[src/rtl/wasm_leb_pkg.sv]
`default_nettype none
// ============================================================================
// Module   : wasm_leb_pkg
// Brief    : Shared types, limits and helpers for the LEB128 immediate decoder.
// Revision : 1.0 - initial release
// ============================================================================
package wasm_leb_pkg;

    // Immediate flavour requested by the execute stage
    typedef enum logic [1:0] {
        MODE_U32 = 2'd0,
        MODE_S32 = 2'd1,
        MODE_U64 = 2'd2,
        MODE_S64 = 2'd3
    } leb_mode_t;

    // Trap-compatible decode status
    typedef enum logic [1:0] {
        ERR_NONE        = 2'd0,
        ERR_OVERLONG    = 2'd1,
        ERR_UNUSED_BITS = 2'd2,
        ERR_FETCH       = 2'd3
    } leb_err_t;

    // Decoder control states
    typedef enum logic [1:0] {
        ST_IDLE   = 2'd0,
        ST_DECODE = 2'd1,
        ST_FINISH = 2'd2
    } leb_state_t;

    localparam int unsigned MAX_BYTES32 = 5;
    localparam int unsigned MAX_BYTES64 = 10;

    // Signed modes have the low mode bit set
    function automatic logic is_signed(leb_mode_t m);
        return m[0];
    endfunction

    // Longest legal encoding for the given mode
    function automatic logic [3:0] max_len(leb_mode_t m);
        return m[1] ? 4'(MAX_BYTES64) : 4'(MAX_BYTES32);
    endfunction

endpackage : wasm_leb_pkg
`default_nettype wire

[src/rtl/leb_final_check.sv]
`default_nettype none
// ============================================================================
// Module   : leb_final_check
// Brief    : Unused-bit check on the byte occupying the last legal position.
//            Purely combinational; a byte in any other position passes.
// Revision : 1.0 - initial release
// ============================================================================
module leb_final_check
    import wasm_leb_pkg::*;
(
    input  leb_mode_t  i_mode,
    input  logic [3:0] i_count,   // 1-based position of i_byte in the encoding
    input  logic [7:0] i_byte,
    output leb_err_t   o_err
);

    // Only a terminating byte in the final position can carry excess bits;
    // a continuation byte there is reported as overlong by the caller.
    always_comb begin
        o_err = ERR_NONE;
        if ((i_count == max_len(i_mode)) && !i_byte[7]) begin
            unique case (i_mode)
                MODE_U32: if (i_byte[6:4] != 3'b000) o_err = ERR_UNUSED_BITS;
                MODE_S32: if ((i_byte[6:3] != 4'h0) && (i_byte[6:3] != 4'hF))
                              o_err = ERR_UNUSED_BITS;
                MODE_U64: if (i_byte[6:1] != 6'h00) o_err = ERR_UNUSED_BITS;
                MODE_S64: if ((i_byte[6:0] != 7'h00) && (i_byte[6:0] != 7'h7F))
                              o_err = ERR_UNUSED_BITS;
                default:  o_err = ERR_NONE;
            endcase
        end
    end

endmodule : leb_final_check
`default_nettype wire

[src/rtl/leb128_decoder.sv]
`default_nettype none
// ============================================================================
// Module   : leb128_decoder
// Brief    : Byte-serial LEB128 immediate decoder (U32/S32/U64/S64) with
//            valid/ready input, 64-bit result, byte length and error code.
// Revision : 1.0 - initial release
// ============================================================================
module leb128_decoder #(
    parameter int DW          = 64,
    parameter int MAX_BYTES64 = 10,
    parameter int MAX_BYTES32 = 5
) (
    input  logic          clk,
    input  logic          reset,
    input  logic          start,
    input  logic [1:0]    mode,
    input  logic          in_valid,
    input  logic [7:0]    in_byte,
    input  logic          in_error,
    output logic          in_ready,
    output logic          busy,
    output logic          done,
    output logic [DW-1:0] value,
    output logic [3:0]    length,
    output logic [1:0]    error
);
    import wasm_leb_pkg::*;

    // Room for ten full 7-bit groups; the excess above DW is dropped at output
    localparam int c_ACC_W = 7 * MAX_BYTES64;

    leb_state_t         r_state;
    leb_mode_t          r_mode;
    logic [c_ACC_W-1:0] r_acc;
    logic [3:0]         r_count;
    logic               r_done;
    logic [DW-1:0]      r_value;
    logic [3:0]         r_length;
    leb_err_t           r_error;

    logic [3:0]         w_num;
    logic [6:0]         w_shamt;
    logic [6:0]         w_nbits;
    logic [c_ACC_W-1:0] w_acc_next;
    logic [3:0]         w_max;
    logic               w_last_pos;
    logic               w_term;
    leb_err_t           w_fin_err;
    leb_err_t           w_err;
    logic [DW-1:0]      w_ext;
    logic [DW-1:0]      w_val;

    leb_final_check u_final_check (
        .i_mode  (r_mode),
        .i_count (w_num),
        .i_byte  (in_byte),
        .o_err   (w_fin_err)
    );

    // Datapath for the byte presented this cycle: accumulate, classify, extend
    always_comb begin
        w_num      = r_count + 4'd1;
        w_shamt    = 7'(r_count) * 7'd7;
        w_nbits    = 7'(w_num) * 7'd7;
        w_acc_next = r_acc | (c_ACC_W'(in_byte[6:0]) << w_shamt);
        w_max      = r_mode[1] ? 4'(MAX_BYTES64) : 4'(MAX_BYTES32);
        w_last_pos = (w_num == w_max);
        w_term     = in_error || !in_byte[7] || w_last_pos;

        if (in_error)
            w_err = ERR_FETCH;
        else if (w_last_pos && in_byte[7])
            w_err = ERR_OVERLONG;
        else
            w_err = w_fin_err;

        w_ext = w_acc_next[DW-1:0];
        if (is_signed(r_mode) && in_byte[6] && (w_nbits < 7'(DW)))
            w_ext = w_ext | ({DW{1'b1}} << w_nbits);

        unique case (r_mode)
            MODE_U32: w_val = {{(DW-32){1'b0}}, w_ext[31:0]};
            MODE_S32: w_val = {{(DW-32){w_ext[31]}}, w_ext[31:0]};
            default:  w_val = w_ext;
        endcase

        if (w_err != ERR_NONE)
            w_val = '0;
    end

    // Control FSM with registered result outputs; results land on the
    // accepting edge of the terminating byte so they are valid with done.
    always_ff @(posedge clk) begin
        if (reset) begin
            r_state  <= ST_IDLE;
            r_mode   <= MODE_U32;
            r_acc    <= '0;
            r_count  <= 4'd0;
            r_done   <= 1'b0;
            r_value  <= '0;
            r_length <= 4'd0;
            r_error  <= ERR_NONE;
        end else begin
            unique case (r_state)
                ST_IDLE: begin
                    r_done <= 1'b0;
                    if (start) begin
                        r_state  <= ST_DECODE;
                        r_mode   <= leb_mode_t'(mode);
                        r_acc    <= '0;
                        r_count  <= 4'd0;
                        r_value  <= '0;
                        r_length <= 4'd0;
                        r_error  <= ERR_NONE;
                    end
                end
                ST_DECODE: begin
                    if (in_valid) begin
                        r_acc   <= w_acc_next;
                        r_count <= w_num;
                        if (w_term) begin
                            r_state  <= ST_FINISH;
                            r_done   <= 1'b1;
                            r_value  <= w_val;
                            r_length <= w_num;
                            r_error  <= w_err;
                        end
                    end
                end
                ST_FINISH: begin
                    r_done  <= 1'b0;
                    r_state <= ST_IDLE;
                end
                default: begin
                    r_done  <= 1'b0;
                    r_state <= ST_IDLE;
                end
            endcase
        end
    end

    assign in_ready = (r_state == ST_DECODE);
    assign busy     = (r_state == ST_DECODE);
    assign done     = r_done;
    assign value    = r_value;
    assign length   = r_length;
    assign error    = r_error;

endmodule : leb128_decoder
`default_nettype wire

[config.mk]
export PLATFORM = sky130hd
export DESIGN_NAME = leb128_decoder
export DESIGN_NICKNAME = d
export VERILOG_FILES = /design/src/rtl/wasm_leb_pkg.sv /design/src/rtl/leb_final_check.sv /design/src/rtl/leb128_decoder.sv
export SDC_FILE = /design/constraint.sdc
export NUM_CORES = 1
export LEC_CHECK = 0
export BUFFER_PORTS_ARGS = -buffer_cell sky130_fd_sc_hd__buf_4
export CAP_MARGIN = 20
export CELL_PAD_IN_SITES_DETAIL_PLACEMENT = 0
export CELL_PAD_IN_SITES_GLOBAL_PLACEMENT = 1
export CORE_UTILIZATION = 39
export CTS_CLUSTER_DIAMETER = 120
export CTS_CLUSTER_SIZE = 8
export DETAILED_ROUTE_END_ITERATION = 12
export HOLD_SLACK_MARGIN = 0.05
export PLACE_DENSITY = 0.72
export SLEW_MARGIN = 15
export SYNTH_ARGS = -nofsm -noshare
export SYNTH_HDL_FRONTEND = slang
export SYNTH_HIERARCHICAL = 1
export SYNTH_SLANG_ARGS = --single-unit
[constraint.sdc]
create_clock -name clk -period 3.8 [get_ports clk]
set_clock_uncertainty 0.1 [all_clocks]
set_input_delay 0.38 -clock clk [delete_from_list [all_inputs] [get_ports clk]]
set_output_delay 0.38 -clock clk [all_outputs]
set_load 0.01 [all_outputs]
* Word-level counts from Yosys, hierarchy flattened
Cells that the tools add are included.
** Word-level totals
- Bits of input ports :: 15
- Bits in registers :: 149
- Logic and storage cells :: 83
- Output and inout bits :: 73
** Cells by class
- Bitwise gates (word level) :: 3
- Shift-type cells :: 2
- Order comparisons :: 1
- Reduce and logical (&&, ||, !) cells :: 23
- Add/sub/neg operators :: 1
- Mux-type cells :: 33
- Multipliers :: 2
- Equality and inequality tests :: 10
** Operators by type and width (count)
- 2-to-1 mux 64 bit :: 5
- one-hot mux 64 bit (2 select lines) :: 2
- 2-to-1 mux 70 bit :: 2
- one-hot mux 70 bit (2 select lines) :: 1
- OR 70 bit :: 1
- left shift 7 x 7 -> 70 bit :: 1
- OR 64 bit :: 1
- left shift 64 x 7 -> 64 bit (first input constant) :: 1
- 2-to-1 mux 2 bit :: 13
- 2-to-1 mux 4 bit :: 5
- one-hot mux 4 bit (2 select lines) :: 2
- multiplier 4 x 3 -> 7 bit (second input constant) :: 2
- one-hot mux 2 bit (2 select lines) :: 2
- one-hot mux 2 bit (4 select lines) :: 1
- less-than comparator 7 bit (second input constant) :: 1
- inequality test 7 bit (second input constant) :: 1
- nonzero test 7 bit :: 1
- logical AND 1 bit :: 6
- AND reduction 3 bit :: 2
- nonzero test 6 bit :: 1
- adder 4 x 1 -> 4 bit (second input constant) :: 1
- equality test 2 x 1 -> 1 bit (second input constant) :: 2
- equality test 2 bit (second input constant) :: 2
- equality test 4 bit :: 1
- 13 further kinds :: 18

* Depth between registers and ports, before layout
Gate-level depths: netlist (run 1).
- Depth in word-level cells :: 12
- Depth in mapped cells :: 17
- Depth with buffers taken out :: 13

* Modules after synthesis
Netlist (run 1), hierarchy kept.
** By module, submodules not included
- leb128_decoder :: area an instance 6616.3 um^2, cells an instance 773, instances 1, seq. area each 2862.7 um^2
- leb_final_check :: area an instance 117.6 um^2, cells an instance 17, instances 1, seq. area each 0.0 um^2

* Least setup slack after synthesis (run 1)
Ideal clock, no wire load.
- Path type :: reg-to-reg
- Start :: reg r_count[1]
- End :: reg r_value[35], in the netlist value[35]
- Period minus slack after synthesis :: 3.726 ns
- Path buffers :: 4
- Data required time :: 3.641 ns
- Setup slack :: 0.074 ns
- Cell stages (with the launch flop) :: 17
- Setup time :: 0.059 ns
- Arrival :: 3.567 ns
- Path through :: dfxtp_1 ha_1 buf_2 clkbuf_1 xor2_1 xor2_1 ha_1 fa_1 nand2b_1 nor4b_1 a21o_1 o21ai_2 o211ai_1 and3_1 buf_6 buf_6 a22o_1
** On the way
- Longest elaborated chain between the ends :: 11
- Elaborated cells between the ends (all ways) :: 25
- Those cells by class :: 1 x add/sub; 2 x mul; 1 x order compare; 2 x eq/ne; 2 x shift; 9 x mux; 2 x bitwise; 6 x reduce/logical
** RTL lines
- start: declaration :: RTL line leb128_decoder.sv:35 : logic [3:0] r_count;
- start signal: assignment :: RTL line leb128_decoder.sv:120 : r_count <= w_num;
- adder 4 x 1 -> 4 bit (*) :: RTL line leb128_decoder.sv:62 : w_num = r_count + 4'd1;
- net w_num[2] :: RTL line leb128_decoder.sv:41 : logic [3:0] w_num;
- parallel branches: the longest is 10 deep, another holds multiplier 4 x 3 -> 7 bit
- end signal: assignment :: RTL line leb128_decoder.sv:124 : r_value <= w_val;
- end: declaration :: RTL line leb128_decoder.sv:37 : logic [DW-1:0] r_value;
Mark *: on every way through the listed nets, which the timed path passes. The select of a mux whose other input is x is not followed.
A chain may end at the register's enable or synchronous reset.

* Worst setup path after layout (run 1)
- Start :: reg r_count[1]
- End :: reg r_value[2], in the netlist value[2]
The elaborated chain is that of the path after synthesis.

==> results.cfg, run 1 <==
[hold_path]
hold_path_class = primary input to register
hp-start = mode[0]

[worst_setup_path]
critPathLaunch = r_count[1]
crit_path_start_kind = register
worstPathArrival_ns = 3.83
crit_type = register to register
path_max_fanout = 7
crit_path_end_kind = register
cp.required_ns = 4.06
rr_startpoint = r_count[1]

[synth]
synthesis.nets = 813
synth_most_common_cell = dfxtp_1
synth_cells = 790
synth_edf_count = 0
yosysWarnings = 6
synth_ff_type = dfxtp_1
ys_top_cells_by_count = 143 x dfxtp_1, 127 x nor2_1, 87 x a22oi_1
syn_area_mm2 = 0.00673
synth-seq-area-share = 0.425
yosys.area.top_type_share = 0.425
async_reset_ff_frac = 0
synth.avg_cell_area_um2 = 8.52
synthDistinctLibCells = 64
synthTopCellsByArea = dfxtp_1 43%, a22oi_1 9.7%, nor2_1 7.1%
yosysTopAreaCell = dfxtp_1
ys_ff_latch = 143

[grt]
grt_pass1_vias = 6216
grt_max_degree = 69
grt_pass1_wl_um = 36500
grt-ovfl-total = 0
grtUsageTotal = 0.274
antenna_found_initial = 0

[sta]
setup_viol = 0
hold_violations = 0
rsz0062_at_grt = false
worst_pin_slew_ns = 1.20
layout_min_cycle_time_ns = 3.57
min_period_over_period = 0.939
max_clock_freq_mhz = 280
worst_slack_ns = 0.231
maxSlewViolCount = 0
max-slew-margin-rel = 0.192
finalSetupTns_ns = 0

[outcome]
status = complete, no violations

[final_layout]
final_area_mm2 = 0.00828
n_fill_cell = 1634
diodes = 0
syn2layout_area_growth_pct = 22.9
fin_nets = 888
layout-drive-gt1-share = 0.210

[pwr]
vdd_drop_max_uv = 311
leakage_nw = 3.21
power.density_mw_per_mm2 = 433

[floorplan]
coreArea_mm2 = 0.0167
dieArea_mm2 = 0.0178
start_util = 0.403
fp.dieH_um = 133
die_x_um = 133
row_count = 47
io_pins = 88

[routing]
detail-route-antenna-nets = 0
dr.first_iter.drc_count = 641
vias_per_cell = 5.96
dr_total_vias = 6543
remaining_drc_errors = 0
wl_um = 24100
post_drt_wl_per_cell_um = 22.0
first_pass_iters = 5

[clock_network]
ctsHoldBuffers = 0
root_buffer = clkbuf_16
clk_latency_ns = 0.43
h-tree-depth = 4
cts_buffers = 17
cts.sinks = 143
clkSlewWorstSetupHoldPaths_ns = 0.06
clockBufferDepth = 2
cts_tree = done

[placement]
place_area_mm2 = 0.00763
dp.final_hpwl_um = 16800
portBuffers = 87
place.gp.congestion = 0.905
dp_slack_ns = 0.213

[job]
drv_cap = 0
## cell families (layout without fill, tap and decap cells)
| family | count (synthesis) | after routing | synth area share |
|---|---|---|---|
| muxes | 3 | 3 | 0.00446 |
| other | 1 | 1 | 0.000557 |
| adders and majority gates | 9 | 9 | 0.0175 |
| and+or+nand+nor | 249 | 249 | 0.172 |
| DFF | 143 | 143 | 0.425 |
| xor gates and xnor gates | 8 | 8 | 0.0104 |
| buffers and inverters | 88 | 175 | 0.0628 |
| AOI/OAI and AO/OA | 289 | 289 | 0.307 |
## power by group
group,switching (mW),internal (mW)
Clock,0.666,1.02
Combinational,0.269,0.106
Sequential,0.0108,1.51
## repair_timing
item	CTS	global route
setup endpoints to repair	0	40
gates resized for setup	0	7
hold endpoints to repair	0	0
setup buffers	0	2
## cells in the final DEF (no fill, tap or decap), types with 4 or more instances in the layout
master,Yosys,final
nand2b_1,6,6
a221oi_1,5,5
a22oi_1,87,87
buf_4,6,128
clkinv_4,0,4
xor2_1,5,5
dfxtp_1,143,143
a221o_1,6,6
ha_1,7,7
a22o_1,24,24
o311ai_0,5,5
a211oi_1,6,6
o21ai_0,24,23
and3_1,4,4
o21ai_1,4,5
inv_1,13,13
nor2b_1,20,18
o31ai_1,7,7
o211ai_1,15,15
and2_1,7,7
nor2_1,127,126
nand2_1,36,36
a21o_1,4,4
o2bb2ai_1,8,8
nand3_1,12,11
a21oi_1,69,69
clkbuf_16,0,17
nor3_1,15,15
a2111oi_0,8,7
## final timing paths
kind	end	slack (ns)	cells past startpoint
setup / recovery	value[2]	0.23	11
hold / removal	r_mode[0]	0.09	3
setup reg to reg	value[2]	0.23	11
hold reg to reg	length[2]	0.35	2
## sequential cells by signal, indices dropped and copies added (netlist names)
register,cells
done,1
error,2
length,4
r_acc,64
r_count,4
r_mode,2
r_state,2
value,64
## through the flow
stage / total power, mW / util / cells / hold slack [ns]
final: 3.58 / 0.496 / 1097 / 0.0861
after global routing: 3.70 / 0.496 / 1097 / 0.0821
after CTS: 3.59 / 0.493 / 1094 / 0.0771
after detailed placement: 1.92 / 0.457 / 1063 / 0.348
after global placement: 1.92 / 0.457 / 1063 / 0.344
after floorplan: 1.77 / - / 790 / 0.344
## routing by layer
layer,up-vias,track usage,share of wire
met4,0,0.102,0.021
met1,3195,0.367,0.44
met5,-,0,0
met3,33,0.0639,0.082
li1,3038,-,-
met2,277,0.427,0.46
## critical path: stages, from the launching register on
cell	delay (ns)
dfxtp_1	0.44
inv_1	0.12
ha_1	0.36
buf_4	0.19
maj3_1	0.36
ha_1	0.41
nor2b_1	0.20
a221oi_2	0.28
nand3_1	0.17
o41ai_1	0.61
a22oi_1	0.15
nor2_1	0.11
## final cells by class
| type | instances | area (um2) | area share |
|---|---|---|---|
| multi-input combinational | 559 | 3490 | 0.421 |
| timing repair buffer | 131 | 1010 | 0.122 |
| inverter | 13 | 48.8 | 0.00589 |
| tap | 220 | 275 | 0.0333 |
| sequential | 143 | 2860 | 0.346 |
| clock buffer | 20 | 467 | 0.0564 |
| clock inverter | 11 | 133 | 0.0160 |
Note: power is estimated with default switching activity, not from simulation.
==> run 2, diff against run 1 <==
CORE_UTILIZATION = 43   (was 39)
PLACE_DENSITY = 0.76   (was 0.72)
clock period = 4 ns   (was 3.8 ns; I/O delays follow)
==> run 2 against run 1 <==
Effect of this change:
- worst setup slack lost 0.0018 ns
- hold slack gained 0.023 ns
- via count grew 1.2%
- critical path type unchanged
==> results.cfg, run 2 (synthesized netlist as in run 1, its figures left out) <==
[outcome]
status = complete, no violations

[sta]
max_clock_freq_mhz = 265
layout_min_cycle_time_ns = 3.77
hold_violations = 0
worst_pin_slew_ns = 1.18
maxSlewViolCount = 0
holdWs_ns = 0.109
max-slew-margin-rel = 0.212
setup_viol = 0
min_period_over_period = 0.943
worst_slack_ns = 0.229

[routing]
dr_total_vias = 6623
detail-route-antenna-nets = 0
first_pass_iters = 6
post_drt_wl_per_cell_um = 21.6
remaining_drc_errors = 0
vias_per_cell = 6.12
wl_um = 23400
dr.first_iter.drc_count = 860

[grt]
antenna_found_initial = 0
grt_max_degree = 84
grtUsageTotal = 0.294
grt-ovfl-total = 0
grt_pass1_wl_um = 35800
grt_pass1_vias = 6241

[placement]
dp_slack_ns = 0.166
dp.cells = 1048
portBuffers = 87
place.gp.congestion = 0.926
dp.final_hpwl_um = 16000

[worst_setup_path]
crit_path_end_kind = register
reg2reg_setup_slack_ns = 0.23
rr_startpoint = r_count[0]
critPathCapture = value[40]
path_max_fanout = 6
critPathLaunch = r_count[0]
r2r-end = value[40]
cp.required_ns = 4.20
r2r_cells = 10
crit_path_start_kind = register
worstPathArrival_ns = 3.97
crit_type = register to register

[clock_network]
clk_latency_ns = 0.43
h-tree-depth = 4
cts.sinks = 143
cts_tree = done
clockBufferDepth = 2
cts_buffers = 17
ctsHoldBuffers = 0
clkSlewWorstSetupHoldPaths_ns = 0.06
root_buffer = clkbuf_16

[floorplan]
die_x_um = 127
row_count = 45
coreArea_mm2 = 0.0153
io_pins = 88
dieArea_mm2 = 0.0162
start_util = 0.441
fp.dieH_um = 127

[pwr]
vdd_drop_max_uv = 315
finalPower_mw = 3.41
power.density_mw_per_mm2 = 416
leakage_nw = 3.17

[final_layout]
diodes = 0
layout-drive-gt1-share = 0.199
final_cell_mix = 143 x dfxtp_1, 126 x nor2_1, 122 x buf_4
syn2layout_area_growth_pct = 21.7
fin_nets = 881
layout_commonest_cell = dfxtp_1
final_cells = 1082

[hold_path]
hold_path_class = primary input to register

[job]
drv_cap = 0
[run 2: cell types whose count changed in the layout (fill, tap and decap cells not counted), sizes merged]
cell,delta
inv,+1
clkbuf,+1
clkinvlp,+2
clkinv,-3
buf,-7
[run 2: worst min path at each step]
| stage | start | end | slack (ns) | cells after the start |
|---|---|---|---|---|
| after floorplan | r_acc[7] | r_acc[7] | 0.34 | 2 |
| after global placement | length[2] | length[2] | 0.34 | 2 |
| after detailed placement | error[0] | error[0] | 0.35 | 2 |
| after CTS | mode[1] | r_mode[1] | 0.10 | 3 |
| after global routing | mode[1] | r_mode[1] | 0.1 | 3 |
| final | mode[1] | r_mode[1] | 0.11 | 3 |
[run 2: area by class of cell]
class,instances,area (um2)
Timing Repair Buffer,124,947
Sequential cell,143,2860
Fill cell,1431,7060
Tap cell,211,264
Inverter,13,48.8
Multi-Input combinational cell,559,3470
Clock buffer,21,470
Clock inverter,11,130
[run 2: report_power, final]
| part | leakage, nW | switching (mW) | internal, mW |
|---|---|---|---|
| clock network | 0.283 | 0.640 | 0.973 |
| registers | 1.15 | 0.0110 | 1.43 |
| logic | 1.73 | 0.255 | 0.0958 |
[run 2: through the flow]
| stage | cell area, um2 | utilization | TNS (ns) |
|---|---|---|---|
| 2_1_floorplan | 6730 | - | 0 |
| 3_3_place_gp | 7560 | 0.496 | 0 |
| 3_5_place_dp | 7560 | 0.496 | 0 |
| 4_1_cts | 8160 | 0.535 | 0 |
| 5_1_grt | 8190 | 0.537 | -0.0279 |
| 6_report | 8190 | 0.537 | 0 |
[run 2: critical path, stage by stage, from the launching register on]
cell and delay [ns]:
dfxtp_1 0.44, inv_1 0.14, ha_1 0.43, xnor2_2 0.18
xor2_1 0.15, ha_1 0.25, fa_1 0.61, o21ai_0 0.40
nor2b_1 0.31, a2111oi_0 0.51, o2bb2ai_1 0.11
[run 2: routing by layer]
| layer | vias to the layer above | global-route usage | part of all wire |
|---|---|---|---|
| li1 | 3033 | - | - |
| met2 | 343 | 0.464 | 0.45 |
| met1 | 3194 | 0.391 | 0.44 |
| met3 | 53 | 0.0691 | 0.076 |
| met4 | 0 | 0.109 | 0.030 |
| met5 | - | 0 | 0 |
[run 2: what timing repair did]
item | CTS | global route
resized for setup | 0 | 5
buffers inserted | 0 | 2
setup endpoints to repair | 0 | 33
==> run 3, diff against run 2 <==
CORE_UTILIZATION = 47   (was 43)
PLACE_DENSITY = 0.82   (was 0.76)
clock period = 4.9 ns   (was 4 ns; I/O delays follow)
==> run 3 against run 2 <==
Effect of this change:
- maximum frequency down 15%
- combinational power fell by 22%
- via count decreased by 0.97%
- hold slack improved by 0.068 ns
- clock-buffer cell count is 3 lower
- sequential cell count stayed put
- routed wire length shrank 2.2%
- register-to-register slack improved by 0.21 ns
- critical path type unchanged
- final area is 0.99% lower
==> results.cfg, run 3 (synthesized netlist as in run 1, its figures left out) <==
[pwr]
power.density_mw_per_mm2 = 371
internal_power_mw = 2.31
vdd_drop_max_uv = 292
p_switching_uw = 706
combPwrFrac = 0.091
seq_power_share = 0.392
p_sw_frac = 0.234
leakage_nw = 3.14
clkPwrFrac = 0.517

[routing]
first_pass_iters = 5
dr_total_vias = 6559
wl_um = 22900
route.met3.wl_um = 1900
detail-route-antenna-nets = 0
wl_met2_um = 10400
top_layer = met4
post_drt_wl_per_cell_um = 22.2
vias_per_cell = 6.36
met1_length_um = 9850
dr.first_iter.drc_count = 754
remaining_drc_errors = 0

[clock_network]
root_buffer = clkbuf_16
h-tree-depth = 4
cts.sinks = 143
clkSlewWorstSetupHoldPaths_ns = 0.06
clk_latency_ns = 0.43
clockBufferDepth = 2
ctsHoldBuffers = 0
cts_setup_buffers = 0
cts_resized = 0
cts_tree = done
cts_buffers = 17

[final_layout]
layout-drive-gt1-share = 0.179
final_cell_mix = 143 x dfxtp_1, 126 x nor2_1, 105 x buf_4
layout_commonest_cell = dfxtp_1
diodes = 0
syn2layout_area_growth_pct = 20.5
fin_nets = 863
final_cells = 1031

[grt]
antenna_found_initial = 0
grt_pass1_wl_um = 34900
grt_max_degree = 111
grtUsageTotal = 0.318
grt_pass1_vias = 5990
grt-ovfl-total = 0

[sta]
maxSlewViolCount = 0
layout_min_cycle_time_ns = 4.46
finalSetupTns_ns = 0
min_period_over_period = 0.910
rsz0062_at_grt = false
max-slew-margin-rel = 0.215
setup_viol = 0
hold_violations = 0
max_clock_freq_mhz = 224
worst_pin_slew_ns = 1.18

[outcome]
status = complete, no violations

[hold_path]
hold_path_class = primary input to register

[placement]
dp.cells = 999
place.gp.congestion = 0.961
dp.final_hpwl_um = 15500
portBuffers = 87

[floorplan]
start_util = 0.483
coreArea_mm2 = 0.0139
row_count = 43
die_x_um = 122
io_pins = 88
dieArea_mm2 = 0.0148
fp.dieH_um = 122

[worst_setup_path]
worstPathArrival_ns = 4.71
crit_path_end_kind = register
path_max_fanout = 17
crit_type = register to register
cp.required_ns = 5.15
crit_path_start_kind = register

[job]
drv_cap = 0
-- run 3: cell types whose count changed in the layout (fill, tap and decap cells not counted), sizes merged --
| cell | previous run | this run |
|---|---|---|
| buf | 124 | 106 |
| bufinv | 2 | 8 |
| clkinvlp | 4 | 0 |
| clkbuf | 21 | 18 |
| inv | 16 | 13 |
| clkinv | 2 | 4 |
-- run 3: metrics by stage --
stage / util / hold slack [ns] / cell area (um2) / worst slack (ns) / total power, mW
global placement: 0.529 / 0.338 / 7370 / 0.638 / 1.47
floorplan: - / 0.344 / 6730 / 1.17 / 1.37
detailed placement: 0.529 / 0.348 / 7370 / 0.568 / 1.47
global route: 0.582 / 0.167 / 8110 / 0.130 / 3.09
CTS: 0.580 / 0.162 / 8080 / 0.541 / 3.01
finish: 0.582 / 0.176 / 8110 / 0.439 / 3.01
-- run 3: power by group through the flow --
stage | registers [mW] | logic, mW | clock network, mW
floorplan | 1.20 | 0.170 | 0
global placement | 1.21 | 0.261 | 0
detailed placement | 1.21 | 0.263 | 0
CTS | 1.18 | 0.263 | 1.57
global route | 1.18 | 0.293 | 1.62
finish | 1.18 | 0.275 | 1.56
-- run 3: worst max-delay path, cell delays in order, from the launching register on --
cell and delay, ns:
dfxtp_1 0.69, inv_1 0.16, ha_1 0.46, xnor2_1 0.37, xor2_1 0.13, ha_1 0.26, fa_1 0.54, nand2b_1 0.19
nor4b_1 0.28, a21o_1 0.16, o21ai_2 0.17, o211ai_1 0.19, nand3_1 0.41, o2bb2ai_1 0.28
-- run 3: final timing paths --
check	cells after the start	slack [ns]	endpoint	start
setup / recovery	13	0.44	value[40]	r_count[1]
hold / removal	2	0.18	r_state[1]	reset
setup reg to reg	13	0.44	value[40]	r_count[1]
hold reg to reg	2	0.35	error[0]	error[0]
-- run 3: routing by layer --
layer,global-route usage,up-vias
li1,-,2985
met5,0,-
met1,0.422,3198
met2,0.482,328
met3,0.0866,48
met4,0.142,0
-- run 3: cell type report --
cell class | instances | area, um2
tap | 180 | 225
fill | 1248 | 5820
clock buffer | 18 | 439
sequential | 143 | 2860
timing repair buffer | 106 | 816
multi-input combinational | 559 | 3460
inverter | 13 | 48.8
clock inverter | 12 | 264
